===== src/rtl/alu_seq.sv =====
// Clocked ALU with Start/Busy/Done handshake: single-cycle logic/compare/shift ops,
// iterative shift-add multiplier and, when ALU_DIV_EN is defined, a restoring divider.
module alu_seq #(
    parameter  int WIDTH = 8,
    localparam int SHW   = $clog2(WIDTH)
) (
    input  logic             clk,
    input  logic             rst_n,
    input  logic             Start,
    input  logic [3:0]       FS,
    input  logic [SHW-1:0]   SH,
    input  logic [WIDTH-1:0] OprdA,
    input  logic [WIDTH-1:0] OprdB,
    output logic             Busy,
    output logic             Done,
    output logic [WIDTH-1:0] FOut,
    output logic [WIDTH-1:0] FOutHi,
    output logic             Z,
    output logic             C,
    output logic             V,
    output logic             N,
    output logic             D
);

    localparam int CW = $clog2(WIDTH + 1);

    typedef enum logic [3:0] {
        OP_ADD  = 4'h0, OP_SUB = 4'h1, OP_AND = 4'h2, OP_OR   = 4'h3,
        OP_XOR  = 4'h4, OP_NOTA = 4'h5, OP_SHL = 4'h6, OP_SHR = 4'h7,
        OP_GT   = 4'h8, OP_LT  = 4'h9, OP_EQ  = 4'hA, OP_NE   = 4'hB,
        OP_NOR  = 4'hC, OP_MUL = 4'hD, OP_DIV = 4'hE, OP_PASS = 4'hF
    } op_e;

    typedef enum logic {ST_IDLE, ST_RUN} state_e;

    state_e           state_q;
    op_e              fs_q;
    logic [SHW-1:0]   sh_q;
    logic [WIDTH-1:0] a_q, b_q;
    logic [WIDTH-1:0] hi_q, lo_q;
    logic [CW-1:0]    cnt_q;
    logic             pend_q;
    logic             busy_q, done_q;
    logic [WIDTH-1:0] fout_q, fouthi_q;
    logic             z_q, c_q, v_q, n_q;

    logic             is_multi;
    logic [WIDTH:0]   sum_w, dif_w;
    logic [WIDTH-1:0] res_d;
    logic             c_d, v_d;
    logic [WIDTH:0]   mul_sum;
    logic [WIDTH-1:0] step_hi_d, step_lo_d;
    logic [WIDTH-1:0] fin_lo_d, fin_hi_d;
    logic             fin_z_d, fin_c_d, fin_v_d, fin_n_d;
`ifdef ALU_DIV_EN
    logic [WIDTH:0]   div_shf, div_try;
`endif

`ifdef ALU_DIV_EN
    assign is_multi = (op_e'(FS) == OP_MUL) || (op_e'(FS) == OP_DIV);
`else
    assign is_multi = (op_e'(FS) == OP_MUL);
`endif

    // Single-cycle result from the operands latched on the previous accept.
    // NOTE: every always_comb output gets a default first so no latch is inferred.
    always_comb begin
        sum_w = {1'b0, a_q} + {1'b0, b_q};
        dif_w = {1'b0, a_q} - {1'b0, b_q};
        res_d = '0;
        c_d   = 1'b0;
        v_d   = 1'b0;
        case (fs_q)
            OP_ADD: begin
                res_d = sum_w[WIDTH-1:0];
                c_d   = sum_w[WIDTH];
                v_d   = ~(a_q[WIDTH-1] ^ b_q[WIDTH-1]) & (a_q[WIDTH-1] ^ res_d[WIDTH-1]);
            end
            OP_SUB: begin
                res_d = dif_w[WIDTH-1:0];
                c_d   = dif_w[WIDTH];
                v_d   = (a_q[WIDTH-1] ^ b_q[WIDTH-1]) & (a_q[WIDTH-1] ^ res_d[WIDTH-1]);
            end
            OP_AND:  res_d = a_q & b_q;
            OP_OR:   res_d = a_q | b_q;
            OP_XOR:  res_d = a_q ^ b_q;
            OP_NOTA: res_d = ~a_q;
            OP_SHL:  res_d = a_q << sh_q;
            OP_SHR:  res_d = a_q >> sh_q;
            OP_GT:   res_d = {{(WIDTH-1){1'b0}}, (a_q > b_q)};
            OP_LT:   res_d = {{(WIDTH-1){1'b0}}, (a_q < b_q)};
            OP_EQ:   res_d = {{(WIDTH-1){1'b0}}, (a_q == b_q)};
            OP_NE:   res_d = {{(WIDTH-1){1'b0}}, (a_q != b_q)};
            OP_NOR:  res_d = ~(a_q | b_q);
            default: res_d = a_q;
        endcase
    end

    // One iteration step: MUL shifts {hi,lo} right after a conditional add,
    // DIV shifts left and keeps the trial subtraction when it does not borrow.
    always_comb begin
        mul_sum   = {1'b0, hi_q} + ({(WIDTH+1){lo_q[0]}} & {1'b0, a_q});
        step_hi_d = mul_sum[WIDTH:1];
        step_lo_d = {mul_sum[0], lo_q[WIDTH-1:1]};
`ifdef ALU_DIV_EN
        div_shf = {hi_q, lo_q[WIDTH-1]};
        div_try = div_shf - {1'b0, b_q};
        if (fs_q == OP_DIV) begin
            if (!div_try[WIDTH]) begin
                step_hi_d = div_try[WIDTH-1:0];
                step_lo_d = {lo_q[WIDTH-2:0], 1'b1};
            end else begin
                step_hi_d = div_shf[WIDTH-1:0];
                step_lo_d = {lo_q[WIDTH-2:0], 1'b0};
            end
        end
`endif
    end

    always_comb begin
        fin_lo_d = lo_q;
        fin_hi_d = hi_q;
        fin_z_d  = ({hi_q, lo_q} == '0);
        fin_n_d  = hi_q[WIDTH-1];
        fin_c_d  = (hi_q != '0);
        fin_v_d  = 1'b0;
`ifdef ALU_DIV_EN
        if (fs_q == OP_DIV) begin
            if (b_q == '0) begin
                fin_lo_d = '1;
                fin_hi_d = a_q;
                fin_v_d  = 1'b1;
            end
            fin_z_d = (fin_lo_d == '0);
            fin_n_d = fin_lo_d[WIDTH-1];
            fin_c_d = 1'b0;
        end
`endif
    end

    // NOTE: sequential state uses non-blocking assignments only, so every
    // register samples the pre-edge value of every other register.
    always_ff @(posedge clk) begin
        if (!rst_n) begin
            state_q  <= ST_IDLE;
            fs_q     <= OP_ADD;
            sh_q     <= '0;
            a_q      <= '0;
            b_q      <= '0;
            hi_q     <= '0;
            lo_q     <= '0;
            cnt_q    <= '0;
            pend_q   <= 1'b0;
            busy_q   <= 1'b0;
            done_q   <= 1'b0;
            fout_q   <= '0;
            fouthi_q <= '0;
            z_q      <= 1'b0;
            c_q      <= 1'b0;
            v_q      <= 1'b0;
            n_q      <= 1'b0;
        end else begin
            done_q <= 1'b0;
            case (state_q)
                ST_IDLE: begin
                    // A pending single-cycle op retires in the same edge a new one is accepted.
                    if (pend_q) begin
                        fout_q   <= res_d;
                        fouthi_q <= '0;
                        z_q      <= (res_d == '0);
                        c_q      <= c_d;
                        v_q      <= v_d;
                        n_q      <= res_d[WIDTH-1];
                        done_q   <= 1'b1;
                    end
                    pend_q <= 1'b0;
                    if (Start) begin
                        fs_q <= op_e'(FS);
                        sh_q <= SH;
                        a_q  <= OprdA;
                        b_q  <= OprdB;
                        if (is_multi) begin
                            state_q <= ST_RUN;
                            cnt_q   <= CW'(WIDTH);
                            hi_q    <= '0;
                            lo_q    <= (op_e'(FS) == OP_MUL) ? OprdB : OprdA;
                        end else begin
                            pend_q <= 1'b1;
                        end
                    end
                end
                ST_RUN: begin
                    if (cnt_q != '0) begin
                        hi_q   <= step_hi_d;
                        lo_q   <= step_lo_d;
                        cnt_q  <= cnt_q - 1'b1;
                        busy_q <= 1'b1;
                    end else begin
                        fout_q   <= fin_lo_d;
                        fouthi_q <= fin_hi_d;
                        z_q      <= fin_z_d;
                        c_q      <= fin_c_d;
                        v_q      <= fin_v_d;
                        n_q      <= fin_n_d;
                        done_q   <= 1'b1;
                        busy_q   <= 1'b0;
                        state_q  <= ST_IDLE;
                    end
                end
                default: state_q <= ST_IDLE;
            endcase
        end
    end

    assign Busy   = busy_q;
    assign Done   = done_q;
    assign FOut   = fout_q;
    assign FOutHi = fouthi_q;
    assign Z      = z_q;
    assign C      = c_q;
    assign V      = v_q;
    assign N      = n_q;
    assign D      = v_q ^ n_q;

endmodule


===== config.mk =====
export PLATFORM = sky130hd
export DESIGN_NAME = alu_seq
export DESIGN_NICKNAME = d
export VERILOG_FILES = /design/src/rtl/alu_seq.sv
export SDC_FILE = /design/constraint.sdc
export NUM_CORES = 1
export LEC_CHECK = 0
export CORE_ASPECT_RATIO = 1.75
export CORE_MARGIN = 1
export CORE_UTILIZATION = 35
export DETAILED_ROUTE_END_ITERATION = 7
export SKIP_LAST_GASP = 1
export SLEW_MARGIN = 20
export SYNTH_ARGS = -nofsm -noshare
export SYNTH_HDL_FRONTEND = slang
export SYNTH_SLANG_ARGS = --single-unit

===== constraint.sdc =====
create_clock -name clk -period 3.1 [get_ports clk]
set_clock_uncertainty 0.1 [all_clocks]
set_input_delay 0.62 -clock clk [delete_from_list [all_inputs] [get_ports clk]]
set_output_delay 0.62 -clock clk [all_outputs]
set_load 0.005 [all_outputs]

==> results of run 1 <==
[critical path, stage by stage (launching register included)]
cell,delay (ns)
dfxtp_1,0.41
inv_1,0.12
ha_1,0.34
a211oi_1,0.23
buf_4,0.19
nor2_1,0.07
a221o_1,0.34
a221oi_1,0.40
a22oi_1,0.18
mux2i_1,0.26
a211oi_1,0.11
[layer usage]
| layer | vias to the layer above | part of all wire |
|---|---|---|
| li1 | 2512 | - |
| met1 | 2504 | 0.35 |
| met2 | 195 | 0.54 |
| met3 | 66 | 0.038 |
| met4 | 0 | 0.069 |
| met5 | - | 0 |
[area by class of cell]
cell class              count  share of cell area
multi-input cells         516               0.548
flip-flops and latches     67               0.215
repair buffers             88               0.129
clock buffers              12              0.0395
well taps                 180              0.0361
inverters                  35              0.0210
clock inverters             4              0.0118
[worst max-delay path by stage]
stage | from | endpoint | slack (ns)
after floorplan | a_q[6] | Z | 0.34
after global placement | b_q[1] | FOut[3] | 0.21
after detailed placement | b_q[1] | FOut[3] | 0.24
after CTS | b_q[1] | FOut[3] | 0.22
after global routing | b_q[1] | FOut[3] | 0.08
final | b_q[1] | FOut[3] | 0.24
[registers in the layout, summed over array words and instances (netlist names), 3 cells and up]
name,cells
a_q,8
FOut,8
fs_q,4
fin_hi_d,8
sh_q,3
FOutHi,8
cnt_q,4
b_q,8
fin_lo_d,8
[power groups by stage]
stage	Combinational, mW	Sequential [mW]	Clock [mW]
floorplan	0.356	0.931	0
global placement	0.558	0.944	0
detailed placement	0.560	0.945	0
CTS	0.563	0.926	1.13
global route	0.622	0.931	1.16
finish	0.572	0.927	1.11
[logic make-up (layout without fill, tap and decap cells)]
group,after synthesis,after routing,share of synthesized area
simple gates,240,240,0.229
mux,25,25,0.0681
buf+inv,90,139,0.0684
fa+ha+maj,37,37,0.0951
flops,67,67,0.263
compound gates,205,205,0.261
xor+xnor,9,9,0.0154
[per-stage QoR]
step	instances	hold slack, ns	power, mW	worst slack [ns]
6_report	902	0.364	2.61	0.242
5_1_grt	902	0.396	2.71	0.0793
4_1_cts	902	0.366	2.62	0.217
3_5_place_dp	886	0.361	1.51	0.237
3_3_place_gp	886	0.344	1.50	0.207
2_1_floorplan	673	0.344	1.29	0.339
[layout by cell type (no fill, tap or decap), types with 5 or more instances in the layout]
cell type | Yosys | routed
a211oi_1 | 12 | 12
a21oi_1 | 69 | 69
a22oi_1 | 17 | 17
and2_1 | 13 | 13
buf_4 | 0 | 38
clkbuf_16 | 0 | 9
clkdlybuf4s50_1 | 0 | 48
dfxtp_1 | 67 | 67
ha_1 | 34 | 34
inv_1 | 34 | 34
mux2i_1 | 13 | 13
mux4_2 | 7 | 7
nand2_1 | 88 | 88
nand2b_1 | 10 | 10
nand3_1 | 14 | 14
nand4_1 | 6 | 6
nor2_1 | 49 | 49
nor2b_1 | 11 | 10
nor3_1 | 12 | 12
nor3b_1 | 5 | 5
nor4_1 | 8 | 8
o211ai_1 | 8 | 8
o21ai_0 | 35 | 35
o21bai_1 | 5 | 5
or4_1 | 6 | 6
xnor2_1 | 5 | 5
==> flow_metrics.py, run 1 <==
metrics = {
    "setup_path": {
        "worstReg2RegStart": "b_q[1]",
        "crit_type": "reg2reg",
        "crit_path_start_kind": "flop",
        "rrSetupSlack_ns": 0.24,
        "required_ns": 3.22,
        "timing.rr.end": "FOut[3]",
        "ff2ff_path_depth": 10,
        "arrival_ns": 2.97,
        "cp_max_fo": 4,
        "crit_path_end_kind": "flop",
    },
    "routing": {
        "wire_per_inst_um": 19.8,
        "drt_pre_antenna_iters": 6,
        "dr.first_iter.drc_count": 241,
        "viasPerCell": 5.85,
        "antenna_left": 0,
        "drc": 0,
        "dr_total_vias": 5277,
        "wl_mm": 17.9,
    },
    "finish": {
        "areaGrowthSynthToFinish_pct": 22.2,
        "drive_gt1_frac": 0.0970,
        "antennaDiodeCount": 0,
        "fill_cells": 1442,
        "final_core_util": 0.437,
        "multiInputGateArea_um2": 3420,
        "fin_area_um2": 6240,
        "finalNetCount": 780,
        "register_area_um2": 1340,
    },
    "clock_tree": {
        "cts_resized": 0,
        "cts-root-buf": "clkbuf_16",
        "cts_tree": "yes",
        "clock_path_buffers": 2,
        "clk_latency_ns": 0.33,
        "clock-sinks": 67,
        "clk_pin_slew_ns": 0.06,
        "ctsHoldBuffers": 0,
        "h-tree-depth": 3,
        "cts_buffers": 9,
        "cts_setup_buffers": 0,
    },
    "sta": {
        "fin_crit_sh": 0.922,
        "min_period_ns": 2.86,
        "relSlewSlack": 0.544,
        "finalSetupTns_ns": 0,
        "rsz0062_at_grt": "false",
        "finalSetupViolCount": 0,
        "maxSlewViolCount": 0,
        "finalHoldViolCount": 0,
        "fmax_ghz": 0.350,
        "tightestPinTransition_ns": 0.681,
    },
    "die": {
        "die_area_um2": 15100,
        "rows": 58,
        "io-pin-count": 49,
        "die_w_um": 93.3,
        "coreArea_um2": 14300,
        "dieHeight_um": 162,
        "start_util": 0.357,
    },
    "run_status": {
        "status": "finished clean",
    },
    "synth": {
        "synth_area_um2": 5110,
        "syn_inst": 673,
        "synth_top_area_share": 0.263,
        "synth_common_cells": "88 x nand2_1, 69 x a21oi_1, 67 x dfxtp_1, 50 x clkbuf_1, 49 x nor2_1",
        "ys_seq_area_frac": 0.263,
        "ys_ff_latch": 67,
        "synth_warnings": 0,
        "synth.distinct_cells": 70,
        "synthesis.nets": 736,
        "synth_area_leaders": "dfxtp_1 26%, ha_1 8.3%, a21oi_1 6.8%, nand2_1 6.5%, clkbuf_1 3.7%",
        "synth-edff-count": 0,
        "yosys.area.top_type": "dfxtp_1",
        "syn_area_per_cell_um2": 7.59,
        "synth_ff_type": "dfxtp_1",
        "yosys.cell_count.top_type": "nand2_1",
        "synth-async-reset-ratio": 0,
    },
    "power": {
        "switchingPower_uw": 748,
        "p_seq_frac": 0.355,
        "power_density_nw_per_um2": 418,
        "vdd_drop_max_v": 0.000414,
        "intPower_mw": 1.86,
        "switching_share": 0.286,
        "p_comb_frac": 0.219,
        "power_frac_clock": 0.426,
        "power_leakage_nw": 2.43,
    },
    "placed_design": {
        "gp_congestion": 0.938,
        "dp_hpwl_mm": 13.8,
        "dpl_cell_area_um2": 5920,
        "port_buffers": 48,
    },
    "global_route": {
        "grt_pass1_wl_mm": 28.2,
        "grt_use_total": 0.246,
        "gr-usage-met3": 0.0295,
        "grt_max_degree": 58,
        "grt_pass1_vias": 5274,
        "use_met1": 0.249,
        "overflow": 0,
        "antenna_found_initial": 0,
        "top_usage_layer": "met2",
        "use_met2": 0.456,
    },
    "job": {
        "drv_cap": 0,
    },
    "hold_path": {
        "hp-class": "reg2reg",
        "holdPathEnd": "FOutHi[5]",
        "min_from": "FOutHi[5]",
        "whs_path_depth": 2,
    },
}
Note: power is estimated with default switching activity, not from simulation.
==> run 2, diff against run 1 <==
Settings changed: RECOVER_POWER from default to 25.
==> run 2 against run 1 <==
Sequential share of layout area about the same. Global-route usage stayed put. Combinational power about the same. Worst setup slack about the same. First-iteration DRC count up 0.41%. Total power hardly changed. Highest routed layer unchanged. Wire length is essentially flat. Via count is 0.13% lower. Critical path type unchanged. Count of clock-buffer cells in the layout did not move. Largest cell class unchanged.
==> flow_metrics.py, run 2 (same netlist as run 1, synthesis figures left out) <==
metrics = {
    "power": {
        "power_frac_clock": 0.426,
        "p_seq_frac": 0.355,
        "intPower_mw": 1.86,
        "design_power_total_mw": 2.61,
        "power_density_nw_per_um2": 418,
        "p_comb_frac": 0.219,
        "power_leakage_nw": 2.45,
        "switching_share": 0.286,
        "vdd_drop_max_v": 0.000414,
        "switchingPower_uw": 747,
    },
    "global_route": {
        "grt_max_degree": 58,
        "antenna_found_initial": 0,
        "overflow": 0,
        "grt_pass1_vias": 5274,
        "grt_pass1_wl_mm": 28.2,
        "grt_use_total": 0.246,
    },
    "hold_path": {
        "hp-class": "reg2reg",
        "whs_path_depth": 2,
        "min_from": "FOutHi[5]",
        "holdPathEnd": "FOutHi[5]",
    },
    "clock_tree": {
        "h-tree-depth": 3,
        "cts_tree": "yes",
        "ctsHoldBuffers": 0,
        "clock_path_buffers": 2,
        "cts-root-buf": "clkbuf_16",
        "clk_pin_slew_ns": 0.06,
        "clk_latency_ns": 0.33,
        "clock-sinks": 67,
        "cts_buffers": 9,
        "cts_resized": 0,
        "cts_setup_buffers": 0,
    },
    "die": {
        "die_w_um": 93.3,
        "coreArea_um2": 14300,
        "start_util": 0.357,
        "die_area_um2": 15100,
        "dieHeight_um": 162,
        "io-pin-count": 49,
        "rows": 58,
    },
    "setup_path": {
        "timing.rr.end": "FOut[3]",
        "ff2ff_path_depth": 10,
        "worstReg2RegStart": "b_q[1]",
        "required_ns": 3.22,
        "cp_max_fo": 4,
        "arrival_ns": 2.97,
        "rrSetupSlack_ns": 0.24,
        "crit_type": "reg2reg",
        "crit_path_end_kind": "flop",
        "crit_path_start_kind": "flop",
    },
    "placed_design": {
        "dpl_cell_area_um2": 5920,
        "place_worst_setup_slack_ns": 0.237,
        "port_buffers": 48,
        "gp_congestion": 0.938,
        "dp_hpwl_mm": 13.8,
    },
    "routing": {
        "antenna_left": 0,
        "drt_pre_antenna_iters": 6,
        "dr_total_vias": 5270,
        "viasPerCell": 5.84,
        "wire_per_inst_um": 19.8,
        "drc": 0,
        "dr.first_iter.drc_count": 242,
        "wl_mm": 17.8,
    },
    "sta": {
        "fin_crit_sh": 0.922,
        "min_period_ns": 2.86,
        "relSlewSlack": 0.544,
        "finalHoldViolCount": 0,
        "tightestPinTransition_ns": 0.681,
        "maxSlewViolCount": 0,
        "fmax_ghz": 0.350,
        "finalSetupTns_ns": 0,
        "finalSetupViolCount": 0,
        "rsz0062_at_grt": "false",
        "worst_slack_ns": 0.242,
    },
    "finish": {
        "antennaDiodeCount": 0,
        "register_area_um2": 1340,
        "layout_common_cells": "88 x nand2_1, 69 x a21oi_1, 67 x dfxtp_1, 49 x nor2_1, 40 x clkdlybuf4s50_1",
        "final_common_cell": "nand2_1",
        "drive_gt1_frac": 0.0956,
        "fin_area_um2": 6240,
        "finalNetCount": 780,
        "multiInputGateArea_um2": 3420,
        "areaGrowthSynthToFinish_pct": 22.2,
        "fill_cells": 1444,
    },
    "run_status": {
        "status": "finished clean",
    },
    "job": {
        "drv_cap": 0,
    },
}
## run 2: per-stage QoR
step	utilization	hold slack, ns	instances
CTS	0.437	0.366	902
floorplan	-	0.344	673
global placement	0.414	0.344	886
global route	0.436	0.396	902
finish	0.436	0.364	902
detailed placement	0.414	0.361	886
## run 2: worst max-delay path by stage
| stage | end | slack [ns] | start | depth (start not counted) |
|---|---|---|---|---|
| floorplan | Z | 0.34 | a_q[6] | 11 |
| global placement | FOut[3] | 0.21 | b_q[1] | 10 |
| detailed placement | FOut[3] | 0.24 | b_q[1] | 10 |
| CTS | FOut[3] | 0.22 | b_q[1] | 10 |
| global route | FOut[3] | 0.08 | b_q[1] | 10 |
| finish | FOut[3] | 0.24 | b_q[1] | 10 |
## run 2: final cells by class
| class | instances | share of cell area |
|---|---|---|
| clock buffer | 12 | 0.0395 |
| clock inverter | 4 | 0.0118 |
| inverter | 35 | 0.0211 |
| multi-input combinational | 516 | 0.548 |
| sequential | 67 | 0.215 |
| tap | 180 | 0.0361 |
| timing repair buffer | 88 | 0.129 |
## run 2: worst max-delay path, stage by stage, from the launching register on
cell,delay (ns)
dfxtp_1,0.41
inv_1,0.12
ha_1,0.34
a211oi_1,0.23
buf_4,0.19
nor2_1,0.07
a221o_1,0.34
a221oi_1,0.40
a22oi_1,0.18
mux2i_1,0.26
a211oi_1,0.11
## run 2: routing by layer
layer  vias up  GRT usage  routed length [um]
li1       2510          -                   -
met1      2503      0.249                6340
met2       193      0.456                9610
met3        64     0.0295                 672
met4         0      0.173                1230
met5         -          0                   0
## run 2: power groups by stage
stage / Combinational (mW) / Clock [mW] / Sequential (mW)
after global placement: 0.558 / 0 / 0.944
after CTS: 0.563 / 1.13 / 0.926
final: 0.570 / 1.11 / 0.927
after detailed placement: 0.560 / 0 / 0.945
after floorplan: 0.356 / 0 / 0.931
after global routing: 0.620 / 1.16 / 0.931
==> run 3, diff against run 2 <==
Clock period 3.1 ns to 2.5 ns, I/O delays scaled along.
==> run 3 against run 2 <==
The run now ends with setup timing left. Fmax increased by 14%. Critical path depth shrank 2. First-iteration DRC count rose by 40%. Hold slack improved by 0.0048 ns. Core utilization up 6.1 points. Critical path type unchanged. Highest routed layer unchanged.
==> flow_metrics.py, run 3 (same netlist as run 1, synthesis figures left out) <==
metrics = {
    "setup_path": {
        "cp_max_fo": 3,
        "arrival_ns": 2.62,
        "cp_slowest_stage_delay_ns": 0.49,
        "crit_path_end_kind": "flop",
        "crit_path_start_kind": "flop",
        "slowest_stage": "or4_1",
        "path_cells": "mux2_4, a221o_1, and4_4, or4_1, o32a_1, buf_4, nand2_2, a31oi_1",
        "required_ns": 2.61,
        "crit_type": "reg2reg",
    },
    "run_status": {
        "status": "finished with violations",
        "violations": "setup timing",
    },
    "finish": {
        "fin_cells": 978,
        "drive_gt1_frac": 0.263,
        "final_common_cell": "buf_4",
        "layout_common_cells": "110 x buf_4, 86 x nand2_1, 63 x a21oi_1, 57 x dfxtp_1, 49 x nor2_1",
        "finalNetCount": 856,
        "antennaDiodeCount": 0,
        "areaGrowthSynthToFinish_pct": 39.2,
        "final_core_util": 0.497,
        "fill_cells": 1351,
    },
    "sta": {
        "finalHoldViolCount": 0,
        "min_period_ns": 2.51,
        "relSlewSlack": 0.337,
        "fmax_ghz": 0.399,
        "tightestPinTransition_ns": 0.991,
        "maxSlewViolCount": 0,
        "finalSetupViolCount": 1,
        "fin_crit_sh": 1.00,
        "hold_ws_ns": 0.369,
        "rsz0062_at_grt": "true",
        "worst_slack_ns": -0.00652,
    },
    "die": {
        "dieHeight_um": 162,
        "die_area_um2": 15100,
        "start_util": 0.357,
        "rows": 58,
        "io-pin-count": 49,
        "coreArea_um2": 14300,
        "die_w_um": 93.3,
    },
    "clock_tree": {
        "clock-sinks": 67,
        "h-tree-depth": 3,
        "clock_path_buffers": 2,
        "clk_pin_slew_ns": 0.06,
        "cts-root-buf": "clkbuf_16",
        "ctsHoldBuffers": 0,
        "cts_tree": "yes",
        "cts_buffers": 9,
        "clk_latency_ns": 0.33,
    },
    "global_route": {
        "use_met1": 0.267,
        "use_met2": 0.470,
        "grt_use_total": 0.258,
        "overflow": 0,
        "gr-usage-met3": 0.0234,
        "top_usage_layer": "met2",
        "grt_pass1_wl_mm": 29.7,
        "grt_pass1_vias": 5660,
        "antenna_found_initial": 0,
        "grt_max_degree": 61,
    },
    "power": {
        "power_density_nw_per_um2": 485,
        "power_leakage_nw": 2.83,
        "vdd_drop_max_v": 0.000414,
    },
    "hold_path": {
        "hp-class": "reg2reg",
    },
    "routing": {
        "dr.first_iter.drc_count": 338,
        "wire_per_inst_um": 19.5,
        "drt_pre_antenna_iters": 5,
        "wl_mm": 19.1,
        "viasPerCell": 5.70,
        "antenna_left": 0,
        "dr_total_vias": 5578,
        "drc": 0,
    },
    "placed_design": {
        "port_buffers": 48,
        "place_worst_setup_slack_ns": -0.182,
        "dp.cells": 960,
        "dp_hpwl_mm": 15.1,
        "gp_congestion": 0.907,
    },
    "job": {
        "drv_cap": 0,
    },
}
## run 3: what timing repair did
action,in CTS,in global routing
cloned,0,0
pin swaps,5,22
endpoints found under the hold margin,0,0
gates resized for setup,17,47
setup endpoints to repair,9,13
setup buffers,0,3
## run 3: power breakdown
group | switching, mW | internal [mW]
registers | 0.0384 | 1.11
logic | 0.481 | 0.453
clock network | 0.492 | 0.875
## run 3: routing by layer
metal / up-vias / wire [um]
met1: 2647 / 6820
met3: 75 / 568
met2: 180 / 10000
met5: - / 0
li1: 2676 / -
met4: 0 / 1660
## run 3: through the flow
| step | power (mW) | instance area (um2) | TNS (ns) |
|---|---|---|---|
| finish | 3.45 | 7110 | -0.00652 |
| global route | 3.58 | 7110 | -0.241 |
| CTS | 3.41 | 6930 | -0.108 |
| detailed placement | 2.02 | 6540 | -1.38 |
| global placement | 2.01 | 6540 | -0.835 |
| floorplan | 1.63 | 5230 | -0.000417 |
## run 3: cell type report
type                       instances  area, um2  area share
clock inverter                     6       88.8      0.0125
multi-input combinational        516       3680       0.518
sequential                        67       1360       0.192
clock buffer                      10        229      0.0322
inverter                          35        135      0.0190
timing repair buffer             164       1390       0.195
tap                              180        225      0.0317
## run 3: final timing paths
| kind | startpoint | end | slack [ns] | cells after the start |
|---|---|---|---|---|
| worst max-delay path | fs_q[0] | FOut[6] | -0.007 | 8 |
| worst min-delay path | FOutHi[3] | FOutHi[3] | 0.37 | 2 |
| worst max register to register | fs_q[0] | FOut[6] | -0.007 | 8 |
| worst min register to register | FOutHi[3] | FOutHi[3] | 0.37 | 2 |
## run 3: critical path, delay by kind of cell (launching register included)
kind | cells | cell delay (ns)
AOI/OAI and AO/OA | 3 | 0.75
muxes | 1 | 0.30
and+or+nand+nor | 3 | 0.74
buffers and inverters | 1 | 0.14
DFF | 1 | 0.35
